**config.mk**
```make
export PLATFORM = sky130hd
export DESIGN_NAME = des_key_schedule_flat
export DESIGN_NICKNAME = d
export VERILOG_FILES = /design/src/rtl/des_key_schedule_pkg.sv /design/src/rtl/des_key_schedule_if.sv /design/src/rtl/des_pc2.sv /design/src/rtl/des_key_schedule.sv /design/src/flat_wrapper.sv
export SDC_FILE = /design/constraint.sdc
export NUM_CORES = 1
export LEC_CHECK = 0
export ABC_AREA = 1
export CORE_MARGIN = 4
export CORE_UTILIZATION = 48
export CTS_CLUSTER_DIAMETER = 120
export CTS_CLUSTER_SIZE = 16
export DETAILED_ROUTE_END_ITERATION = 8
export MAX_ROUTING_LAYER = met4
export PLACE_DENSITY_LB_ADDON = 0.1
export SYNTH_ARGS = -nofsm -noshare
export SYNTH_HDL_FRONTEND = slang
export SYNTH_SLANG_ARGS = --single-unit
```
**constraint.sdc**
```tcl
create_clock -name clk -period 2.74 [get_ports clk]
set_clock_uncertainty 0.2 [all_clocks]
set_input_delay 0.548 -clock clk [delete_from_list [all_inputs] [get_ports clk]]
set_output_delay 0.548 -clock clk [all_outputs]
set_load 0.02 [all_outputs]
```
**src/rtl/des_key_schedule_pkg.sv**
```systemverilog
`timescale 1ns/1ps
`default_nettype none
// ============================================================================
// Module  : des_key_schedule_pkg
// Brief   : Shared DES constants: PC-1/PC-2 tables, rotation tables, FSM states
// Revision: 1.0 - initial release
// ============================================================================
package des_key_schedule_pkg;

    localparam int DES_ROUNDS = 16;
    localparam logic [3:0] LAST_ROUND = 4'(DES_ROUNDS - 1);

    typedef enum logic [0:0] {
        ST_IDLE = 1'b0,
        ST_RUN  = 1'b1
    } state_t;

    // Table entries use DES bit numbering (bit 1 = MSB).
    localparam int PC1_TABLE [56] = '{
        57, 49, 41, 33, 25, 17,  9,  1, 58, 50, 42, 34, 26, 18,
        10,  2, 59, 51, 43, 35, 27, 19, 11,  3, 60, 52, 44, 36,
        63, 55, 47, 39, 31, 23, 15,  7, 62, 54, 46, 38, 30, 22,
        14,  6, 61, 53, 45, 37, 29, 21, 13,  5, 28, 20, 12,  4
    };

    localparam int PC2_TABLE [48] = '{
        14, 17, 11, 24,  1,  5,  3, 28, 15,  6, 21, 10,
        23, 19, 12,  4, 26,  8, 16,  7, 27, 20, 13,  2,
        41, 52, 31, 37, 47, 55, 30, 40, 51, 45, 33, 48,
        44, 49, 39, 56, 34, 53, 46, 42, 50, 36, 29, 32
    };

    // Decrypt entry 0 is zero: PC-1 output already equals C16D16.
    localparam logic [1:0] ROT_ENC [DES_ROUNDS] = '{
        2'd1, 2'd1, 2'd2, 2'd2, 2'd2, 2'd2, 2'd2, 2'd2,
        2'd1, 2'd2, 2'd2, 2'd2, 2'd2, 2'd2, 2'd2, 2'd1
    };

    localparam logic [1:0] ROT_DEC [DES_ROUNDS] = '{
        2'd0, 2'd1, 2'd2, 2'd2, 2'd2, 2'd2, 2'd2, 2'd2,
        2'd1, 2'd2, 2'd2, 2'd2, 2'd2, 2'd2, 2'd2, 2'd1
    };

    function automatic logic [28:1] rotl28(input logic [28:1] x, input logic [1:0] amt);
        logic [28:1] r;
        case (amt)
            2'd1:    r = {x[27:1], x[28]};
            2'd2:    r = {x[26:1], x[28:27]};
            default: r = x;
        endcase
        return r;
    endfunction

    function automatic logic [28:1] rotr28(input logic [28:1] x, input logic [1:0] amt);
        logic [28:1] r;
        case (amt)
            2'd1:    r = {x[1], x[28:2]};
            2'd2:    r = {x[2:1], x[28:3]};
            default: r = x;
        endcase
        return r;
    endfunction

endpackage
`default_nettype wire

```
**src/rtl/des_key_schedule_if.sv**
```systemverilog
`timescale 1ns/1ps
`default_nettype none
// ============================================================================
// Module  : des_key_schedule_if
// Brief   : Key-load and subkey-stream signals; parity_err only with
//           DES_KEY_PARITY_CHK_EN defined
// Revision: 1.0 - initial release
// ============================================================================
interface des_key_schedule_if;

    logic [64:1] key;
    logic        decrypt;
    logic        start;
    logic        ready;
    logic [48:1] subk;
    logic        subk_valid;
    logic        subk_ready;
    logic [4:1]  round;
    logic        done;
`ifdef DES_KEY_PARITY_CHK_EN
    logic        parity_err;

    modport master (
        output key, decrypt, start, subk_ready,
        input  ready, subk, subk_valid, round, done, parity_err
    );

    modport slave (
        input  key, decrypt, start, subk_ready,
        output ready, subk, subk_valid, round, done, parity_err
    );
`else
    modport master (
        output key, decrypt, start, subk_ready,
        input  ready, subk, subk_valid, round, done
    );

    modport slave (
        input  key, decrypt, start, subk_ready,
        output ready, subk, subk_valid, round, done
    );
`endif

endinterface
`default_nettype wire

```
**src/rtl/des_pc2.sv**
```systemverilog
`timescale 1ns/1ps
`default_nettype none
// ============================================================================
// Module  : des_pc2
// Brief   : Combinational DES PC-2 permutation, {C,D} (56b) -> subkey (48b)
// Revision: 1.0 - initial release
// ============================================================================
module des_pc2
    import des_key_schedule_pkg::*;
(
    input  logic [56:1] cd,
    output logic [48:1] subk
);

    for (genvar g = 0; g < 48; g++) begin : g_pc2
        assign subk[48 - g] = cd[57 - PC2_TABLE[g]];
    end

    // DES bits 9,18,22,25,35,38,43,54 are dropped by PC-2.
    logic w_unused_cd;
    assign w_unused_cd = ^{cd[48], cd[39], cd[35], cd[32], cd[22], cd[19], cd[14], cd[3]};

endmodule
`default_nettype wire

```
**src/rtl/des_key_schedule.sv**
```systemverilog
`timescale 1ns/1ps
`default_nettype none
// ============================================================================
// Module  : des_key_schedule
// Brief   : DES round-key generator, one subkey per cycle with back-pressure;
//           optional key parity check with DES_KEY_PARITY_CHK_EN
// Revision: 1.0 - initial release
// ============================================================================
module des_key_schedule
    import des_key_schedule_pkg::*;
(
    input  logic              clk,
    input  logic              rst,
    des_key_schedule_if.slave ks
);

    state_t      r_state;
    state_t      w_state_nxt;
    logic        w_ready;
    logic        w_valid;
    logic        w_done;
    logic        w_accept;
    logic        w_xfer;
    logic        w_last;
    logic        w_load;

    logic [28:1] r_c;
    logic [28:1] r_d;
    logic        r_decrypt;
    logic [4:1]  r_round;

    logic [56:1] w_pc1;
    logic        w_dir;
    logic [3:0]  w_idx;
    logic [1:0]  w_amt;
    logic [28:1] w_c_src;
    logic [28:1] w_d_src;
    logic [28:1] w_c_nxt;
    logic [28:1] w_d_nxt;
    logic [48:1] w_subk;

    for (genvar g = 0; g < 56; g++) begin : g_pc1
        assign w_pc1[56 - g] = ks.key[65 - PC1_TABLE[g]];
    end

    assign w_accept = w_ready & ks.start;
    assign w_xfer   = w_valid & ks.subk_ready;
    assign w_last   = (r_round == LAST_ROUND);
    assign w_load   = w_accept | (w_xfer & ~w_last);

    always_ff @(posedge clk or posedge rst) begin
        if (rst) begin
            r_state <= ST_IDLE;
        end else begin
            r_state <= w_state_nxt;
        end
    end

    always_comb begin
        w_state_nxt = r_state;
        w_ready     = 1'b0;
        w_valid     = 1'b0;
        w_done      = 1'b0;
        case (r_state)
            ST_IDLE: begin
                w_ready = 1'b1;
                if (ks.start) begin
                    w_state_nxt = ST_RUN;
                end
            end
            ST_RUN: begin
                w_valid = 1'b1;
                if (ks.subk_ready && w_last) begin
                    w_done      = 1'b1;
                    w_state_nxt = ST_IDLE;
                end
            end
            default: w_state_nxt = ST_IDLE;
        endcase
    end

    // On accept the fresh PC-1 value takes the round-0 rotation; otherwise
    // the registered halves advance by the amount for the next round.
    always_comb begin
        w_dir   = w_accept ? ks.decrypt : r_decrypt;
        w_idx   = w_accept ? 4'd0 : r_round + 4'd1;
        w_amt   = w_dir ? ROT_DEC[w_idx] : ROT_ENC[w_idx];
        w_c_src = w_accept ? w_pc1[56:29] : r_c;
        w_d_src = w_accept ? w_pc1[28:1]  : r_d;
        w_c_nxt = w_dir ? rotr28(w_c_src, w_amt) : rotl28(w_c_src, w_amt);
        w_d_nxt = w_dir ? rotr28(w_d_src, w_amt) : rotl28(w_d_src, w_amt);
    end

    always_ff @(posedge clk or posedge rst) begin
        if (rst) begin
            r_c       <= '0;
            r_d       <= '0;
            r_round   <= '0;
            r_decrypt <= 1'b0;
        end else if (w_load) begin
            r_c     <= w_c_nxt;
            r_d     <= w_d_nxt;
            r_round <= w_idx;
            if (w_accept) begin
                r_decrypt <= ks.decrypt;
            end
        end
    end

    des_pc2 u_pc2 (
        .cd   ({r_c, r_d}),
        .subk (w_subk)
    );

    assign ks.ready      = w_ready;
    assign ks.subk_valid = w_valid;
    assign ks.done       = w_done;
    assign ks.round      = r_round;
    assign ks.subk       = w_subk;

`ifdef DES_KEY_PARITY_CHK_EN
    logic [7:0] w_byte_bad;
    logic       r_parity_err;

    // DES keys use odd parity per byte.
    for (genvar b = 0; b < 8; b++) begin : g_parity
        assign w_byte_bad[b] = ~(^ks.key[8*b+8 -: 8]);
    end

    always_ff @(posedge clk or posedge rst) begin
        if (rst) begin
            r_parity_err <= 1'b0;
        end else if (w_accept) begin
            r_parity_err <= |w_byte_bad;
        end
    end

    assign ks.parity_err = r_parity_err;
`else
    logic w_unused_parity;
    assign w_unused_parity = ^{ks.key[64], ks.key[56], ks.key[48], ks.key[40],
                               ks.key[32], ks.key[24], ks.key[16], ks.key[8]};
`endif

endmodule
`default_nettype wire
```
**src/flat_wrapper.sv**
```systemverilog
// flat-port wrapper written by rule: the top's interface ports become plain ports
module des_key_schedule_flat import des_key_schedule_pkg::*;
  (clk, rst, ks_key, ks_decrypt, ks_start, ks_subk_ready, ks_ready, ks_subk, ks_subk_valid, ks_round, ks_done);
  des_key_schedule_if ks_i ();
  input  logic clk;
  input  logic rst;
  input wire logic [$bits(ks_i.key)-1:0] ks_key;
  input wire logic [$bits(ks_i.decrypt)-1:0] ks_decrypt;
  input wire logic [$bits(ks_i.start)-1:0] ks_start;
  input wire logic [$bits(ks_i.subk_ready)-1:0] ks_subk_ready;
  output wire logic [$bits(ks_i.ready)-1:0] ks_ready;
  output wire logic [$bits(ks_i.subk)-1:0] ks_subk;
  output wire logic [$bits(ks_i.subk_valid)-1:0] ks_subk_valid;
  output wire logic [$bits(ks_i.round)-1:0] ks_round;
  output wire logic [$bits(ks_i.done)-1:0] ks_done;
  assign ks_i.key = ks_key;
  assign ks_i.decrypt = ks_decrypt;
  assign ks_i.start = ks_start;
  assign ks_i.subk_ready = ks_subk_ready;
  assign ks_ready = ks_i.ready;
  assign ks_subk = ks_i.subk;
  assign ks_subk_valid = ks_i.subk_valid;
  assign ks_round = ks_i.round;
  assign ks_done = ks_i.done;
  des_key_schedule u_core (.clk(clk), .rst(rst), .ks(ks_i));
endmodule
```
==> summary.md, run 1 <==
| Metric | Value |
|---|---|
| WL/cell | 14.0 microns |
| Seq. cell area | 1550 sq um |
| First-pass GRT wire length | 30.1 mm |
| Yosys top cell by area | dfrtp_1 |
| MaxCap Viol Count | 0 |
| Share of cells above drive strength 1 | 0.0557 |
| Hold Path Depth | 2 |
| Netlist Area Pre-Place | 6330 sq um |
| Largest net degree at the start of global routing | 63 |
| DRC Markers | 0 |
| Syn Area/Cell | 5.85 sq um |
| ANT nets after route | 0 |
| Routed WL | 18.3 mm |
| Clock Sinks | 62 |
| Detailed-route vias per instance | 5.20 |
| Sequential share of the synthesized area | 0.245 |
| Flop2flop setup slack | 0.20 ns |
| CTS tree | yes |
| Slew headroom | 0.586 |
| Worst R2R Start | u_core.ks.round[1] |
| Crit path max fanout | 46 |
| I/O pin count | 124 |
| Pre-CTS setup slack | -0.0224 ns |
| Yosys cell types | 24 |
| CP Class | reg2out |
| Crit start category | flip-flop |
| Area share of the largest cell type after synthesis | 0.245 |
| Fillers | 1,249 |
| H-tree depth | 3 |
| Gpl congestion | 0.881 |
| CP Capture Type | primary output |
| Grt ovf | 0 |
| Drt pass-1 iters | 5 |
| Hold Path Origin | u_core.r_d[19] |
| Top_reg_cell synth | dfrtp_1 |
| F_max | 0.379 GHz |
| Ys async rst share | 1.00 |
| Clock Pin Slew Worst Setup and Hold Paths | 0.05 ns |
| Core footprint | 12,800 sq um |
| Area of the multi-input gates | 3580 sq um |
| Fin nets | 1,200 |
| Vias in the first global route | 6,413 |
| Post-DP HPWL | 12.2 mm |
| Initial core utilization | 0.495 |
| Arrival time at the worst endpoint | 1.89 ns |
| Cells on worst reg2reg path | 16 |
| Hold buffers post-CTS | 0 |
| Total CTS buffers | 9 |
| IO Port Bufs | 115 |
| Chip width | 123 microns |
| Status | complete, no violations |
| Tcrit/Tclk final | 0.963 |
| Reg-to-reg endpoint | u_core.r_c[4] |
| Skew-Pair Late Insertion Delay | 0.34 ns |
| Full die area | 15,100 sq um |
| Post-synth EDFFs | 0 |
| Seq cells post-synth | 62 |
| Root Buffer Master | clkbuf_16 |
| Slowest cell delay on critical path | 0.69 ns |
| Unrepaired setup endpoints after global routing | no |
| Rows | 41 |
| HP Class | reg2reg |
| Initial DRC Count | 519 |
| Cell Chain, Critical Path | inv_2 > buf_6 > clkdlybuf4s50_1 |
| Clk buf depth | 2 |
| Synth area leaders | dfrtp_1 (25%), nand2_1 (22%), nand3_1 (19%) |
| Area Growth Syn to Fin | 20.8% |
| Synthesized Nets | 1,154 |
| Initial antenna violation count | 0 |
| Final setup margin | 0.100 ns |
| Transition time at the pin with the least slew margin | 0.621 ns |
| Vias | 6,783 |
| DIE HEIGHT | 123 microns |
| Global-route usage over all layers | 0.255 |
| Cells after synthesis | 1,082 |
| WHS Endpoint | u_core.r_d[19] |
| Final Hold Fails | 0 |
| Slowest stage cell, crit path | clkdlybuf4s50_1 |
| Final min period | 2.64 ns |
| Max Slew Vio Count | 0 |
| Antenna Cells | 0 |
| Yosys warnings | 0 |
| End-of-flow core utilization | 0.598 |
| Critical Path RT | 1.99 ns |
| Final setup fails | 0 |
-- critical path, delay by kind of cell, from the launching register on --
family / cells / cell delay [ns]
DFF: 1 / 0.42
buffers and inverters: 3 / 1.12
-- logic make-up after synthesis --
family,after synthesis,share of synthesized area
AND/OR/NAND/NOR,710,0.507
buffers and inverters,249,0.194
AO/OA/AOI/OAI,58,0.0474
adder cells (fa/ha/maj),3,0.00593
flip-flops,62,0.245
-- registers in the layout, indices dropped and copies added (netlist names) --
register and count:
u_core.r_decrypt 1, u_core.ks.round 4, u_core.r_c 28, u_core.r_d 28, u_core.r_state 1
-- synthesized netlist by cell type (2+ instances only) --
master / number
ha_1: 3
buf_4: 55
a21oi_1: 6
nand3b_1: 38
nor2_1: 13
clkbuf_1: 22
dfrtp_1: 62
buf_6: 8
buf_1: 5
o21ai_0: 47
buf_2: 23
and2_1: 11
o21a_1: 2
nand3_1: 239
nand2_1: 379
nand2_2: 2
inv_1: 134
and2_0: 27
-- cell type report --
| class | count | area share |
|---|---|---|
| flip-flops and latches | 62 | 0.203 |
| repair buffers | 148 | 0.196 |
| inverters | 136 | 0.0668 |
| well taps | 172 | 0.0282 |
| clock buffers | 15 | 0.0376 |
| multi-input cells | 771 | 0.468 |
-- metrics by stage --
step | cells | TNS (ns) | hold slack (ns) | cell area (sq um)
after detailed placement | 1288 | -0.221 | 0.269 | 7330
after floorplan | 1082 | 0 | 0.249 | 6330
after CTS | 1303 | 0 | 0.282 | 7620
final | 1304 | 0 | 0.280 | 7640
after global placement | 1288 | 0 | 0.262 | 7330
after global routing | 1304 | 0 | 0.302 | 7640
-- layout by cell type, fill, tap and decap left out --
cell             count
clkinv_1             1
and2_1              11
clkbuf_16            9
nand2_2              5
and2_0              27
buf_2                1
nor2_1              10
nor2_2               4
ha_1                 1
o21a_1               2
o21ai_4              1
dfrtp_1             62
buf_6                1
o21ai_0             37
a21oi_1              6
clkbuf_8             4
o21ai_1             11
ha_2                 2
inv_2                3
clkdlybuf4s50_1    114
nand3_1            239
clkbuf_1             2
nand3b_1            38
buf_12               8
o22ai_2              1
inv_1              132
nand2_1            376
buf_4               24
-- how the worst max path moves through the flow --
stage                       start              to
4_1_cts            u_core.r_state        ks_ready
2_1_floorplan      u_core.r_state  u_core.r_d[10]
5_1_grt        u_core.ks.round[1]  u_core.r_d[10]
3_5_place_dp             ks_start  u_core.r_c[15]
3_3_place_gp             ks_start   u_core.r_d[8]
6_report           u_core.r_state        ks_ready
-- what timing repair did --
action                     4_1_cts  5_1_grt
gates resized for setup          1       16
setup buffers                    0        1
setup endpoints to repair        1       56
gates cloned                     0        0
pin swaps                        0        0
-- layer usage --
layer | part of all wire | wire (microns) | up-vias | global-route usage
li1 | - | - | 3457 | -
met3 | 0.052 | 952 | 30 | 0.0323
met2 | 0.47 | 8600 | 204 | 0.409
met1 | 0.45 | 8260 | 3092 | 0.323
met4 | 0.025 | 455 | 0 | 0.111
met5 | 0 | 0 | - | -
Power of run 1 is not shown: default switching activity piles up to over one toggle a cycle in this logic, so the estimate is an artifact.
==> inputs of run 2 (changes only) <==
- ABC_CLOCK_PERIOD_IN_PS: not set -> 2740
- CTS_BUF_LIST: not set -> sky130_fd_sc_hd__clkbuf_16
==> run 2 against run 1 <==
Core utilization down 0.23 points. Via count about the same. Sequential share of layout area up 0.077 points. Non-clock buffer count unchanged. Register-to-register slack worse by 0.03 ns. Global-route usage down 0.070 points.
==> summary.md, run 2 (synthesis gave the netlist of run 1 again) <==
| Metric | Value |
|---|---|
| Status | complete, no violations |
| Grt ovf | 0 (unchanged) |
| Transition time at the pin with the least slew margin | 0.602 ns (-0.0189 ns) |
| Rows | 41 (unchanged) |
| Final min period | 2.64 ns (-0.00108 ns) |
| Reg-to-reg endpoint | u_core.r_d[9] |
| Hold_ws | 0.279 ns (-0.000737 ns) |
| Crit start category | flip-flop |
| Placed Cells incl. Taps | 1,288 (unchanged) |
| Core footprint | 12,800 sq um (unchanged) |
| Hold Path Origin | u_core.r_d[19] |
| Fin nets | 1,200 (unchanged) |
| Area Growth Syn to Fin | 20.3% |
| Largest net degree at the start of global routing | 63 (unchanged) |
| Tcrit/Tclk final | 0.963 (about the same) |
| Full die area | 15,100 sq um (unchanged) |
| H-tree depth | 3 (unchanged) |
| DIE HEIGHT | 123 microns (unchanged) |
| Total CTS buffers | 9 (unchanged) |
| Global-route usage over all layers | 0.254 (-0.000699) |
| F_max | 0.379 GHz (about the same) |
| MaxCap Viol Count | 0 (unchanged) |
| Routed WL | 18.2 mm (-0.36%) |
| Clock Sinks | 62 (unchanged) |
| Share of cells above drive strength 1 | 0.0539 (-0.00177) |
| Initial DRC Count | 494 (-4.8%) |
| Detailed-route vias per instance | 5.21 (about the same) |
| Slew headroom | 0.599 (+0.0126) |
| Final std cells w/o fill | 1,304 (unchanged) |
| Final Hold Fails | 0 (unchanged) |
| Clock Pin Slew Worst Setup and Hold Paths | 0.05 ns (about the same) |
| Vias | 6,788 (+0.074%) |
| Arrival time at the worst endpoint | 1.89 ns (about the same) |
| I/O pin count | 124 (unchanged) |
| Crit path max fanout | 46 (unchanged) |
| First-pass GRT wire length | 30.1 mm (unchanged) |
| DRC Markers | 0 (unchanged) |
| Skew-Pair Late Insertion Delay | 0.34 ns (about the same) |
| Final setup fails | 0 (unchanged) |
| Chip width | 123 microns (unchanged) |
| Hold Path Depth | 2 (unchanged) |
| Antenna Cells | 0 (unchanged) |
| Post-DP HPWL | 12.2 mm (unchanged) |
| Critical Path RT | 1.99 ns (about the same) |
| Max Slew Vio Count | 0 (unchanged) |
| Root Buffer Master | clkbuf_16 |
| Cells on worst reg2reg path | 16 (unchanged) |
| Worst R2R Start | u_core.ks.round[1] |
| CTS tree | yes |
| Hold buffers post-CTS | 0 (unchanged) |
| Gpl congestion | 0.881 (unchanged) |
| Most frequent cells in the layout | nand2_1 (376), nand3_1 (239), inv_1 (134), clkdlybuf4s50_1 (114), dfrtp_1 (62) |
| WL/cell | 14.0 microns (-0.36%) |
| WHS Endpoint | u_core.r_d[19] |
| ANT nets after route | 0 (unchanged) |
| Initial antenna violation count | 0 (unchanged) |
| Most common cell after layout, fill and taps aside | nand2_1 |
| IO Port Bufs | 115 (unchanged) |
| Drt pass-1 iters | 6 (+1) |
| CP Class | reg2out |
| Flop2flop setup slack | 0.17 ns (-0.03 ns) |
| Clk buf depth | 2 (unchanged) |
| Initial core utilization | 0.495 (unchanged) |
| CP Capture Type | primary output |
| Vias in the first global route | 6,429 (+0.25%) |
| HP Class | reg2reg |
run 2: worst max-delay path by stage:
stage / start / endpoint / depth (start not counted)
detailed placement: ks_start / u_core.r_c[15] / 16
global route: u_core.ks.round[1] / u_core.r_c[13] / 16
finish: u_core.r_state / ks_ready / 3
CTS: u_core.r_state / ks_ready / 3
global placement: ks_start / u_core.r_d[8] / 16
floorplan: u_core.r_state / u_core.r_d[10] / 17
run 2: cell type report:
cell class	instances	area, sq um
Timing Repair Buffer	148	1500
Tap cell	172	215
Clock inverter	6	22.5
Clock buffer	9	225
Inverter	136	510
Sequential cell	62	1550
Fill cell	1257	5160
Multi-Input combinational cell	771	3590
run 2: layer usage:
metal	GRT usage	up-vias	routed length, microns
li1	-	3456	-
met3	0.0346	28	1010
met2	0.412	227	8680
met5	-	-	0
met4	0.105	0	397
met1	0.320	3077	8110
run 2: per-stage QoR:
stage	TNS (ns)	instance area (sq um)	worst slack, ns	util
3_3_place_gp	0	7330	0.0314	0.574
3_5_place_dp	-0.221	7330	-0.0224	0.574
5_1_grt	-0.0316	7610	-0.00794	0.596
6_report	0	7610	0.102	0.596
4_1_cts	0	7580	0.0916	0.593
2_1_floorplan	0	6330	0.0145	-
run 2: critical path: stages, from the launching register on:
cell and delay, ns:
dfrtp_1 0.42, inv_2 0.09, buf_6 0.34, clkdlybuf4s50_1 0.69
run 2: timing repair:
action | 4_1_cts | 5_1_grt
buffers inserted | 0 | 1
pin swaps | 0 | 0
cloned | 0 | 0
gates resized for setup | 1 | 31
setup endpoints to repair | 1 | 56
Power of run 2 is left out for the same reason.
